==> src/rtl/seg_scan_if.sv <==
// seg_scan_if: per-digit segment patterns and brightness in, scanned segment/anode bus out.
// Blink mask present only when BLINK_SEG_EN is defined.
interface seg_scan_if;
  logic [6:0] seg0_in, seg1_in, seg2_in, seg3_in, seg4_in, seg5_in;
  logic [2:0] bright;
`ifdef BLINK_SEG_EN
  logic [5:0] blink_mask;
`endif
  logic [6:0] seg_n;
  logic [5:0] an_n;
  logic [2:0] digit_idx;
  logic       frame_start;
  modport master (
`ifdef BLINK_SEG_EN
    output blink_mask,
`endif
    output seg0_in, seg1_in, seg2_in, seg3_in, seg4_in, seg5_in, bright,
    input  seg_n, an_n, digit_idx, frame_start
  );
  modport slave (
`ifdef BLINK_SEG_EN
    input  blink_mask,
`endif
    input  seg0_in, seg1_in, seg2_in, seg3_in, seg4_in, seg5_in, bright,
    output seg_n, an_n, digit_idx, frame_start
  );
endinterface

==> src/rtl/seg_scan_driver.sv <==
// seg_scan_driver: 6-digit common-anode 7-seg scanner with blanking, PWM brightness, frame snapshots.
// Optional per-digit blinking under BLINK_SEG_EN.
module seg_scan_driver #(
  parameter int SCAN_LOG2    = 10,
  parameter int BLANK_CYC    = 4,
  parameter int BLINK_FRAMES = 64
) (
  input logic      clk,
  input logic      reset,
  seg_scan_if.slave bus
);
  localparam logic [SCAN_LOG2-1:0] BLANK = SCAN_LOG2'(BLANK_CYC);
  logic [SCAN_LOG2-1:0] cnt;
  logic [2:0] digit, bright_sh;
  logic [6:0] sh [6];
  logic [6:0] in_seg [6];
  logic wrap, frame_end, lit, blink_off;
  assign in_seg[0] = bus.seg0_in;
  assign in_seg[1] = bus.seg1_in;
  assign in_seg[2] = bus.seg2_in;
  assign in_seg[3] = bus.seg3_in;
  assign in_seg[4] = bus.seg4_in;
  assign in_seg[5] = bus.seg5_in;
  assign wrap      = &cnt;
  assign frame_end = wrap && digit == 3'd5;
`ifdef BLINK_SEG_EN
  localparam int FW = $clog2(BLINK_FRAMES + 1);
  logic [FW-1:0] fcnt;
  logic [5:0] mask_sh;
  logic phase, fc_last;
  assign fc_last   = fcnt == FW'(BLINK_FRAMES - 1);
  assign blink_off = phase && mask_sh[digit];
  always_ff @(posedge clk) begin
    if (reset) begin
      fcnt    <= '0;
      phase   <= 1'b0;
      mask_sh <= '0;
    end else if (frame_end) begin
      mask_sh <= bus.blink_mask;
      fcnt    <= fc_last ? '0 : fcnt + 1'b1;
      phase   <= phase ^ fc_last;
    end
  end
`else
  assign blink_off = 1'b0;
`endif
  // PWM window: lit only once the slot's top three count bits reach 7 - bright
  assign lit = cnt >= BLANK && cnt[SCAN_LOG2-1 -: 3] >= 3'd7 - bright_sh && !blink_off;
  always_ff @(posedge clk) begin
    if (reset) begin
      cnt             <= '0;
      digit           <= '0;
      bright_sh       <= 3'd7;
      sh              <= '{default: 7'h7F};
      bus.an_n        <= 6'h3F;
      bus.seg_n       <= 7'h7F;
      bus.digit_idx   <= '0;
      bus.frame_start <= 1'b0;
    end else begin
      cnt             <= cnt + 1'b1;
      digit           <= wrap ? (digit == 3'd5 ? 3'd0 : digit + 3'd1) : digit;
      sh              <= frame_end ? in_seg : sh;
      bright_sh       <= frame_end ? bus.bright : bright_sh;
      bus.an_n        <= lit ? ~(6'b1 << digit) : 6'h3F;
      bus.seg_n       <= lit ? sh[digit] : 7'h7F;
      bus.digit_idx   <= digit;
      bus.frame_start <= frame_end;
    end
  end
endmodule

==> src/flat_wrapper.sv <==
// flat-port wrapper written by rule: the top's interface ports become plain ports
module seg_scan_driver_flat 
#(
  parameter int SCAN_LOG2    = 10,
  parameter int BLANK_CYC    = 4,
  parameter int BLINK_FRAMES = 64
)
  (clk, reset, bus_seg0_in, bus_seg1_in, bus_seg2_in, bus_seg3_in, bus_seg4_in, bus_seg5_in, bus_bright, bus_seg_n, bus_an_n, bus_digit_idx, bus_frame_start);
  seg_scan_if bus_i ();
  input logic clk;
  input logic reset;
  input wire logic [$bits(bus_i.seg0_in)-1:0] bus_seg0_in;
  input wire logic [$bits(bus_i.seg1_in)-1:0] bus_seg1_in;
  input wire logic [$bits(bus_i.seg2_in)-1:0] bus_seg2_in;
  input wire logic [$bits(bus_i.seg3_in)-1:0] bus_seg3_in;
  input wire logic [$bits(bus_i.seg4_in)-1:0] bus_seg4_in;
  input wire logic [$bits(bus_i.seg5_in)-1:0] bus_seg5_in;
  input wire logic [$bits(bus_i.bright)-1:0] bus_bright;
  output wire logic [$bits(bus_i.seg_n)-1:0] bus_seg_n;
  output wire logic [$bits(bus_i.an_n)-1:0] bus_an_n;
  output wire logic [$bits(bus_i.digit_idx)-1:0] bus_digit_idx;
  output wire logic [$bits(bus_i.frame_start)-1:0] bus_frame_start;
  assign bus_i.seg0_in = bus_seg0_in;
  assign bus_i.seg1_in = bus_seg1_in;
  assign bus_i.seg2_in = bus_seg2_in;
  assign bus_i.seg3_in = bus_seg3_in;
  assign bus_i.seg4_in = bus_seg4_in;
  assign bus_i.seg5_in = bus_seg5_in;
  assign bus_i.bright = bus_bright;
  assign bus_seg_n = bus_i.seg_n;
  assign bus_an_n = bus_i.an_n;
  assign bus_digit_idx = bus_i.digit_idx;
  assign bus_frame_start = bus_i.frame_start;
  seg_scan_driver #(.SCAN_LOG2(SCAN_LOG2), .BLANK_CYC(BLANK_CYC), .BLINK_FRAMES(BLINK_FRAMES)) u_core (.clk(clk), .reset(reset), .bus(bus_i));
endmodule
==> config.mk <==
export PLATFORM = sky130hd
export DESIGN_NAME = seg_scan_driver_flat
export DESIGN_NICKNAME = d
export VERILOG_FILES = /design/src/rtl/seg_scan_if.sv /design/src/rtl/seg_scan_driver.sv /design/src/flat_wrapper.sv
export SDC_FILE = /design/constraint.sdc
export NUM_CORES = 1
export LEC_CHECK = 0
export CAP_MARGIN = 5
export CORE_UTILIZATION = 25
export DETAILED_ROUTE_END_ITERATION = 6
export GPL_TIMING_DRIVEN = 1
export PLACE_DENSITY_LB_ADDON = 0.12
export SETUP_SLACK_MARGIN = 0.02
export SYNTH_ARGS = -nofsm -noshare
export SYNTH_HDL_FRONTEND = slang
export SYNTH_SLANG_ARGS = --single-unit
==> constraint.sdc <==
create_clock -name clk -period 1.7 [get_ports clk]
set_input_delay 0.425 -clock clk [delete_from_list [all_inputs] [get_ports clk]]
set_output_delay 0.425 -clock clk [all_outputs]
set_load 0.02 [all_outputs]
After elaboration in Yosys (flattened, before gate mapping)
Index checks and enable logic that the tools add are counted.
- mux-type cells: 4
- order comparisons: 3
- equality and inequality tests: 1
- reduce and logical (&&, ||, !) cells: 4
- shifts and indexed selects: 1
- $add $sub $neg: 3
- bitwise operators: 3
- operator list (operator ; number):
    7-bit binary-select mux with 3-bit select ; 1
    7-bit 2-to-1 mux ; 2
    10-bit by 1-bit adder with 10-bit output (second input constant) ; 1
    10-bit by 3-bit >= comparator with 1-bit output (second input constant) ; 1
    10-bit AND reduction ; 1
    6-bit inverter ; 1
    1-bit by 3-bit << shifter with 6-bit output (first input constant) ; 1
    4-bit >= comparator (second input constant) ; 1
    3-bit inverter with 4-bit output ; 1
    3-bit by 1-bit adder with 3-bit output (second input constant) ; 1
    3-bit equality test (second input constant) ; 1
    3-bit >= comparator ; 1
    3-bit 2-to-1 mux ; 1
    3-bit subtractor (first input constant) ; 1
    1-bit logical AND ; 2
    2-bit OR reduction ; 1
    1-bit inverter ; 1
- flip-flop bits (word level): 75
- output and inout bits: 17
- word-level logic and storage cells: 32

Longest topological paths before layout
Gate-level depths: netlist (run 1).
- depth in word-level cells: 5
- mapped depth: 7
- mapped depth without buffers: 6

Worst setup path after synthesis (run 1)
Ideal clock, no wire load.
- path kind: reg-to-reg
- from: reg u_core.digit[1]
- to: reg u_core.digit[2]
- required time: 1.604 ns
- clock period less this slack: 1.697 ns
- data arrival time: 1.601 ns
- slack: 0.003 ns
- path buffers: 3
- setup time: 0.096 ns
- cell stages (with the launch flop): 8
- path through: dfxtp_1 -> buf_2 -> buf_2 -> buf_2 -> inv_1 -> nor2_1 -> ha_1 -> o41ai_2
- word-level cells in the longest chain between the ends: 2
- elaborated cells between the ends (all ways): 3
- those cells by class: add/sub (1); eq/ne (1); mux (1)
- RTL lines (item ; line ; RTL):
    from (decl) ; seg_scan_driver.sv:14 ; logic [2:0] digit, bright_sh;
    from (signal assigned) ; seg_scan_driver.sv:61 ; digit <= wrap ? (digit == 3'd5 ? 3'd0 : digit + 3'd1) : digit;
    3-bit by 1-bit adder with 3-bit output or 3-bit equality test (tied branches) ; seg_scan_driver.sv:61 ;
    3-bit 2-to-1 mux (*) ; seg_scan_driver.sv:61 ;
Every way passes the cells marked *; elsewhere a longest branch is shown, timed or not.
A chain may end at the register's enable or synchronous reset.

Worst setup path in the final report (run 1)
- from: reg u_core.bus.an_n[3]
- to: out bus_an_n[3]
- RTL lines (item ; line ; RTL):
    from (decl) ; seg_scan_if.sv:25 ; output seg_n, an_n, digit_idx, frame_start
    from (signal assigned) ; seg_scan_driver.sv:64 ; bus.an_n <= lit ? ~(6'b1 << digit) : 6'h3F;
    to (decl) ; flat_wrapper.sv:20 ; output wire logic [$bits(bus_i.an_n)-1:0] bus_an_n;
No word-level cell between the ends.

==> results of run 1 <==
cell usage after synthesis (2+ instances only):
master     instances
o21ai_1            2
buf_2              7
o21ai_0            9
clkbuf_1           7
or3_1              2
xnor2_1            4
nand2b_1           8
o22ai_1            7
nand3_1           16
a21oi_1           12
dfxtp_1           75
nand4_1            4
inv_2              2
nor4_1             2
xor2_1             3
a2bb2oi_1          6
inv_1             15
nor3_1             4
nand2_1           48
nor2_1            20
ha_1               6
buf_1              2
buf_6              2
a31oi_1            8
nor3_4             2
buf_12             3
mux2i_1           44
path summary, 6_finish.rpt:
kind | endpoint | depth (start not counted) | startpoint
worst min-delay path | u_core.sh[16] | 2 | u_core.sh[16]
worst min register to register | u_core.sh[16] | 2 | u_core.sh[16]
worst max register to register | u_core.sh[38] | 7 | u_core.cnt[1]
worst max-delay path | bus_an_n[3] | 1 | u_core.bus.an_n[3]
per-layer routing:
layer  vias up  share of wire, %  GRT usage, %
met3         9               3.2          2.59
met4         0               1.3          5.71
li1       1311                 -             -
met5         -                 0             0
met2        42                46          22.4
met1      1148                49          18.4
report_power, final:
| group | internal, mW | switching, mW |
|---|---|---|
| Sequential | 1.77 | 0.00623 |
| Combinational | 0.133 | 0.0745 |
| Clock | 1.36 | 0.722 |
| Total | 3.26 | 0.803 |
logic make-up (layout without fill, tap and decap cells):
kind of cell	after synthesis	count (layout)	share of synthesized area, %
and+or+nand+nor	112	112	17.8
muxes	44	44	14.0
AOI/OAI and AO/OA	46	46	9.11
adders and majority gates	6	6	2.39
buffers and inverters	39	134	7.08
DFF	75	75	47.7
xor gates and xnor gates	7	7	1.95
state kept, by name, summed over array words and instances, names as in the netlist:
signal / cells
u_core.bus.frame_start: 1
u_core.bus.an_n: 6
u_core.cnt: 10
u_core.sh: 42
u_core.bus.digit_idx: 3
u_core.bright_sh: 3
u_core.bus.seg_n: 7
u_core.digit: 3
what timing repair did:
action | 4_1_cts | 5_1_grt
cloned | 4 | 3
gates resized for setup | 9 | 28
setup buffers | 3 | 4
pin swaps | 3 | 13
hold buffers | 0 | 0
setup endpoints to repair | 37 | 61
hold endpoints to repair | 0 | 0
final cells by class:
class | count | area, um^2 | share of cell area (%)
tap | 168 | 210 | 4.47
inverter | 17 | 63.8 | 1.36
clock buffer | 12 | 256 | 5.45
timing repair buffer | 101 | 1120 | 23.8
multi-input combinational | 215 | 1470 | 31.3
clock inverter | 4 | 72.6 | 1.54
sequential | 75 | 1510 | 32.0
per-stage QoR:
step | hold slack, ps | instance area [um^2]
2_1_floorplan | 430 | 3160
3_3_place_gp | 453 | 4050
3_5_place_dp | 458 | 4050
4_1_cts | 473 | 4530
5_1_grt | 498 | 4710
6_report | 463 | 4710
layout by cell type (no fill, tap or decap), types with 5 or more instances in the layout:
cell type        synthesis  routed
dlymetal6s2s_1           0      15
nor2_1                  20      20
a31oi_1                  8       8
buf_4                    1      25
clkdlybuf4s50_1          0      48
clkbuf_16                0      11
o21ai_0                  9       9
mux2i_1                 44      43
a2bb2oi_1                6       6
nand2b_1                 8       7
o22ai_1                  7       7
inv_1                   15      15
nand3_1                 16      14
dfxtp_1                 75      70
a21oi_1                 12      12
dfxtp_2                  0       5
nand2_1                 48      48
ha_1                     6       5
==> impl_metrics.ini, run 1 <==
[floorplanning]
die-width_um = 114
start_util_pct = 25.9
pin_count = 64
die_h_um = 114
core-area_mm2 = 0.0122
die_area_mm2 = 0.0130
core.rowCount = 40

[finish]
final_util_pct = 38.7
drive_gt1_share_pct = 17.0
fin_nets = 472
diodes = 0
nFillCells = 1215
syn2layout_area_growth_pct = 49.5
final_cells = 592

[worst_setup_path]
path_buf_inv = 1
critPathMaxFanout = 1
worstPathCellList = clkdlybuf4s50_1
critical-path-slowest-cell = clkdlybuf4s50_1
required_ps = 1270
rrSetupSlack_ps = 70
cp-start-kind = flop
arrival_ps = 1210
cpPeakStageDelay_ps = 590
crit_path_end_kind = primary output
cp_top_family = buffers and inverters
critical_path_class = reg -> out

[timing]
rsz0062_at_grt = true
setup_viol = 0
setup_ws_ps = 60.3
finalHoldViolations = 0
max_slew_margin_pct = 63.9
max_freq_ghz = 0.610
slew_viol_final = 0
period_share_pct = 96.5
setup-tns-final_ps = 0
finClkSkew_ps = 6.63
min_period_ps = 1640
worstMarginPinSlew_ps = 537

[route]
finalWirelength_um = 8910
ant_nets = 0
drtPass1Iterations = 4
vias_per_cell = 4.24
initialDrtViolationCount = 79
routedWlPerCell_um = 15.0
drc_errors = 0
num_vias = 2510

[place]
io_buffers = 63
gp_congestion = 0.729
place_hpwl_um = 5700
dp.cells = 562
place_ws_ps = -58.4

[synthesis]
syn_area_per_cell_um2 = 9.56
yosysSeqAreaShare_pct = 47.7
yosysWarnings = 0
yosysTopAreaCell = dfxtp_1
netlist_area_mm2 = 0.00315
ys_async_sr_fraction_pct = 0
ys_ff_latch = 75
synth_cell_type_count = 36
synth_nets = 382
synth-edff-count = 0
synth_ff_type = dfxtp_1
synth_top_area_share_pct = 47.7
synthTopCellsByArea = dfxtp_1, mux2i_1, nand2_1, nand3_1, ha_1
synthCells = 329

[pwr]
power_mw = 4.06
powerDensity_mw_per_mm2 = 864
p_leak_nw = 1.82
peakVddDrop_mv = 0.359

[clock_network]
cts_made_buffers = 9
cts_tree = built
clk_latency_ps = 330
clock-sinks = 75
clk_pin_slew_ps = 60
cts_htree_levels = 3
root_buffer = clkbuf_16
clockBufferDepth = 2

[global_routing]
grt_overflow_total = 0
grt_first_pass_wirelength_um = 13500
grt_max_degree = 29
antenna_found_initial = 0
grt_pass1_vias = 2517
grt_usage_pct = 14.0

[run_status]
outcome = finished, final reports clean

[job]
maxCapViolCount = 0

[hold_path]
worstHoldPathType = reg -> reg
No activity file was read; power rests on OpenSTA's default activity.
==> inputs of run 2 (changes only) <==
--- a/config.mk
+++ b/config.mk
@@ -11,6 +11,7 @@
 export GPL_TIMING_DRIVEN = 1
 export PLACE_DENSITY_LB_ADDON = 0.12
 export SETUP_SLACK_MARGIN = 0.02
+export SKIP_LAST_GASP = 1
 export SYNTH_ARGS = -nofsm -noshare
 export SYNTH_HDL_FRONTEND = slang
 export SYNTH_SLANG_ARGS = --single-unit
==> run 2 against run 1 <==
  * Sequential share of layout area grew 0.085 points
  * Final area shrank 0.27%
  * Combinational power is essentially flat
  * Largest power group unchanged
  * Die area is the same
  * Final cell count is the same
==> impl_metrics.ini, run 2 (same netlist as run 1, synthesis figures left out) <==
[run_status]
outcome = finished, final reports clean

[place]
gp_congestion = 0.729
place_ws_ps = -58.4
place_hpwl_um = 5700
io_buffers = 63

[pwr]
peakVddDrop_mv = 0.359
swShare_pct = 19.8
p_clk_share_pct = 51.3
powerDensity_mw_per_mm2 = 867
internal_power_mw = 3.26
p_sw_uw = 805
p_leak_nw = 1.81
combPwrFrac_pct = 5.1
pwr-share-seq_pct = 43.6

[finish]
fin_nets = 472
largest_reg_flops = 42
syn2layout_area_growth_pct = 49.1
final_cell_mix = dfxtp_1, nand2_1, clkdlybuf4s50_1, mux2i_1, buf_4
reg_top3 = u_core.sh: 42 flops, u_core.cnt: 10 flops, u_core.bus.seg_n: 7 flops
top_register = u_core.sh
final_util_pct = 38.6
nFillCells = 1215
diodes = 0
drive_gt1_share_pct = 16.5
final_common_cell = dfxtp_1

[timing]
rsz0062_at_grt = true
setup-tns-final_ps = 0
setup_viol = 0
max_slew_margin_pct = 63.9
worstMarginPinSlew_ps = 537
period_share_pct = 96.5
slew_viol_final = 0
min_period_ps = 1640
finalHoldViolations = 0
finClkSkew_ps = 6.90
setup_ws_ps = 60.2
max_freq_ghz = 0.610

[global_routing]
grt_usage_pct = 14.0
grt_pass1_vias = 2514
antenna_found_initial = 0
grt_overflow_total = 0
grt_max_degree = 29
grt_first_pass_wirelength_um = 13500

[clock_network]
clk_pin_slew_ps = 60
clockBufferDepth = 2
cts_htree_levels = 3
clock-sinks = 75
cts_tree = built
cts_made_buffers = 9
clk_latency_ps = 330
root_buffer = clkbuf_16
postCtsHoldBufs = 0

[route]
num_vias = 2503
vias_per_cell = 4.23
drtPass1Iterations = 4
ant_nets = 0
finalWirelength_um = 8890
drc_errors = 0
routedWlPerCell_um = 15.0
initialDrtViolationCount = 78

[worst_setup_path]
path_buf_inv = 1
crit_path_end_kind = primary output
cp_top_family = buffers and inverters
required_ps = 1270
cpPeakStageDelay_ps = 590
cp-start-kind = flop
critical-path-slowest-cell = clkdlybuf4s50_1
critPathMaxFanout = 1
worstPathCellList = clkdlybuf4s50_1
critical_path_class = reg -> out
arrival_ps = 1210

[floorplanning]
core-area_mm2 = 0.0122
die_h_um = 114
start_util_pct = 25.9
core.rowCount = 40
die-width_um = 114
pin_count = 64
die_area_mm2 = 0.0130

[job]
maxCapViolCount = 0

[hold_path]
worstHoldPathType = reg -> reg
==> run 2: cell counts in the layout (fill, tap and decap cells not counted) <==
No cell type changed its count.
==> run 2: power groups by stage <==
stage,combinational [mW],clock [mW],sequential [mW]
6_report,0.207,2.09,1.77
5_1_grt,0.222,2.21,1.77
4_1_cts,0.206,2.14,1.77
3_5_place_dp,0.199,0,1.81
3_3_place_gp,0.200,0,1.81
2_1_floorplan,0.0447,0,1.81
==> run 2: repair_timing <==
action | 4_1_cts | 5_1_grt
setup buffers | 3 | 4
gates resized for setup | 9 | 26
setup endpoints to repair | 37 | 61
gates cloned | 4 | 3
pin swaps | 2 | 12
==> run 2: area by class of cell <==
| type | instances | area, um^2 | share of cell area (%) |
|---|---|---|---|
| inverter | 17 | 63.8 | 1.36 |
| clock buffer | 12 | 256 | 5.47 |
| tap | 168 | 210 | 4.48 |
| sequential | 75 | 1510 | 32.1 |
| multi-input combinational | 215 | 1460 | 31.1 |
| timing repair buffer | 101 | 1120 | 23.9 |
| clock inverter | 4 | 72.6 | 1.55 |
==> run 2: path summary, 6_finish.rpt <==
kind | startpoint | slack [ps] | cells after the start | end
max reg2reg | u_core.cnt[1] | 70 | 7 | u_core.sh[38]
min | u_core.sh[16] | 460 | 2 | u_core.sh[16]
max | u_core.bus.an_n[3] | 60 | 1 | bus_an_n[3]
min reg2reg | u_core.sh[16] | 460 | 2 | u_core.sh[16]
==> run 2: layer usage <==
layer  GRT usage, %  share of wire (%)  up-vias
met5              0                  0        -
met4           5.71                1.3        0
met3           2.59                3.5        9
met2           22.3                 46       44
met1           18.5                 49     1140
li1               -                  -     1310
==> run 2: through the flow <==
stage          total power [mW]  hold slack (ps)  cells  instance area, um^2
4_1_cts                    4.12              473    585                 4530
5_1_grt                    4.21              498    592                 4690
3_3_place_gp               2.01              453    562                 4050
2_1_floorplan              1.85              430    329                 3160
3_5_place_dp               2.01              458    562                 4050
6_report                   4.07              463    592                 4690
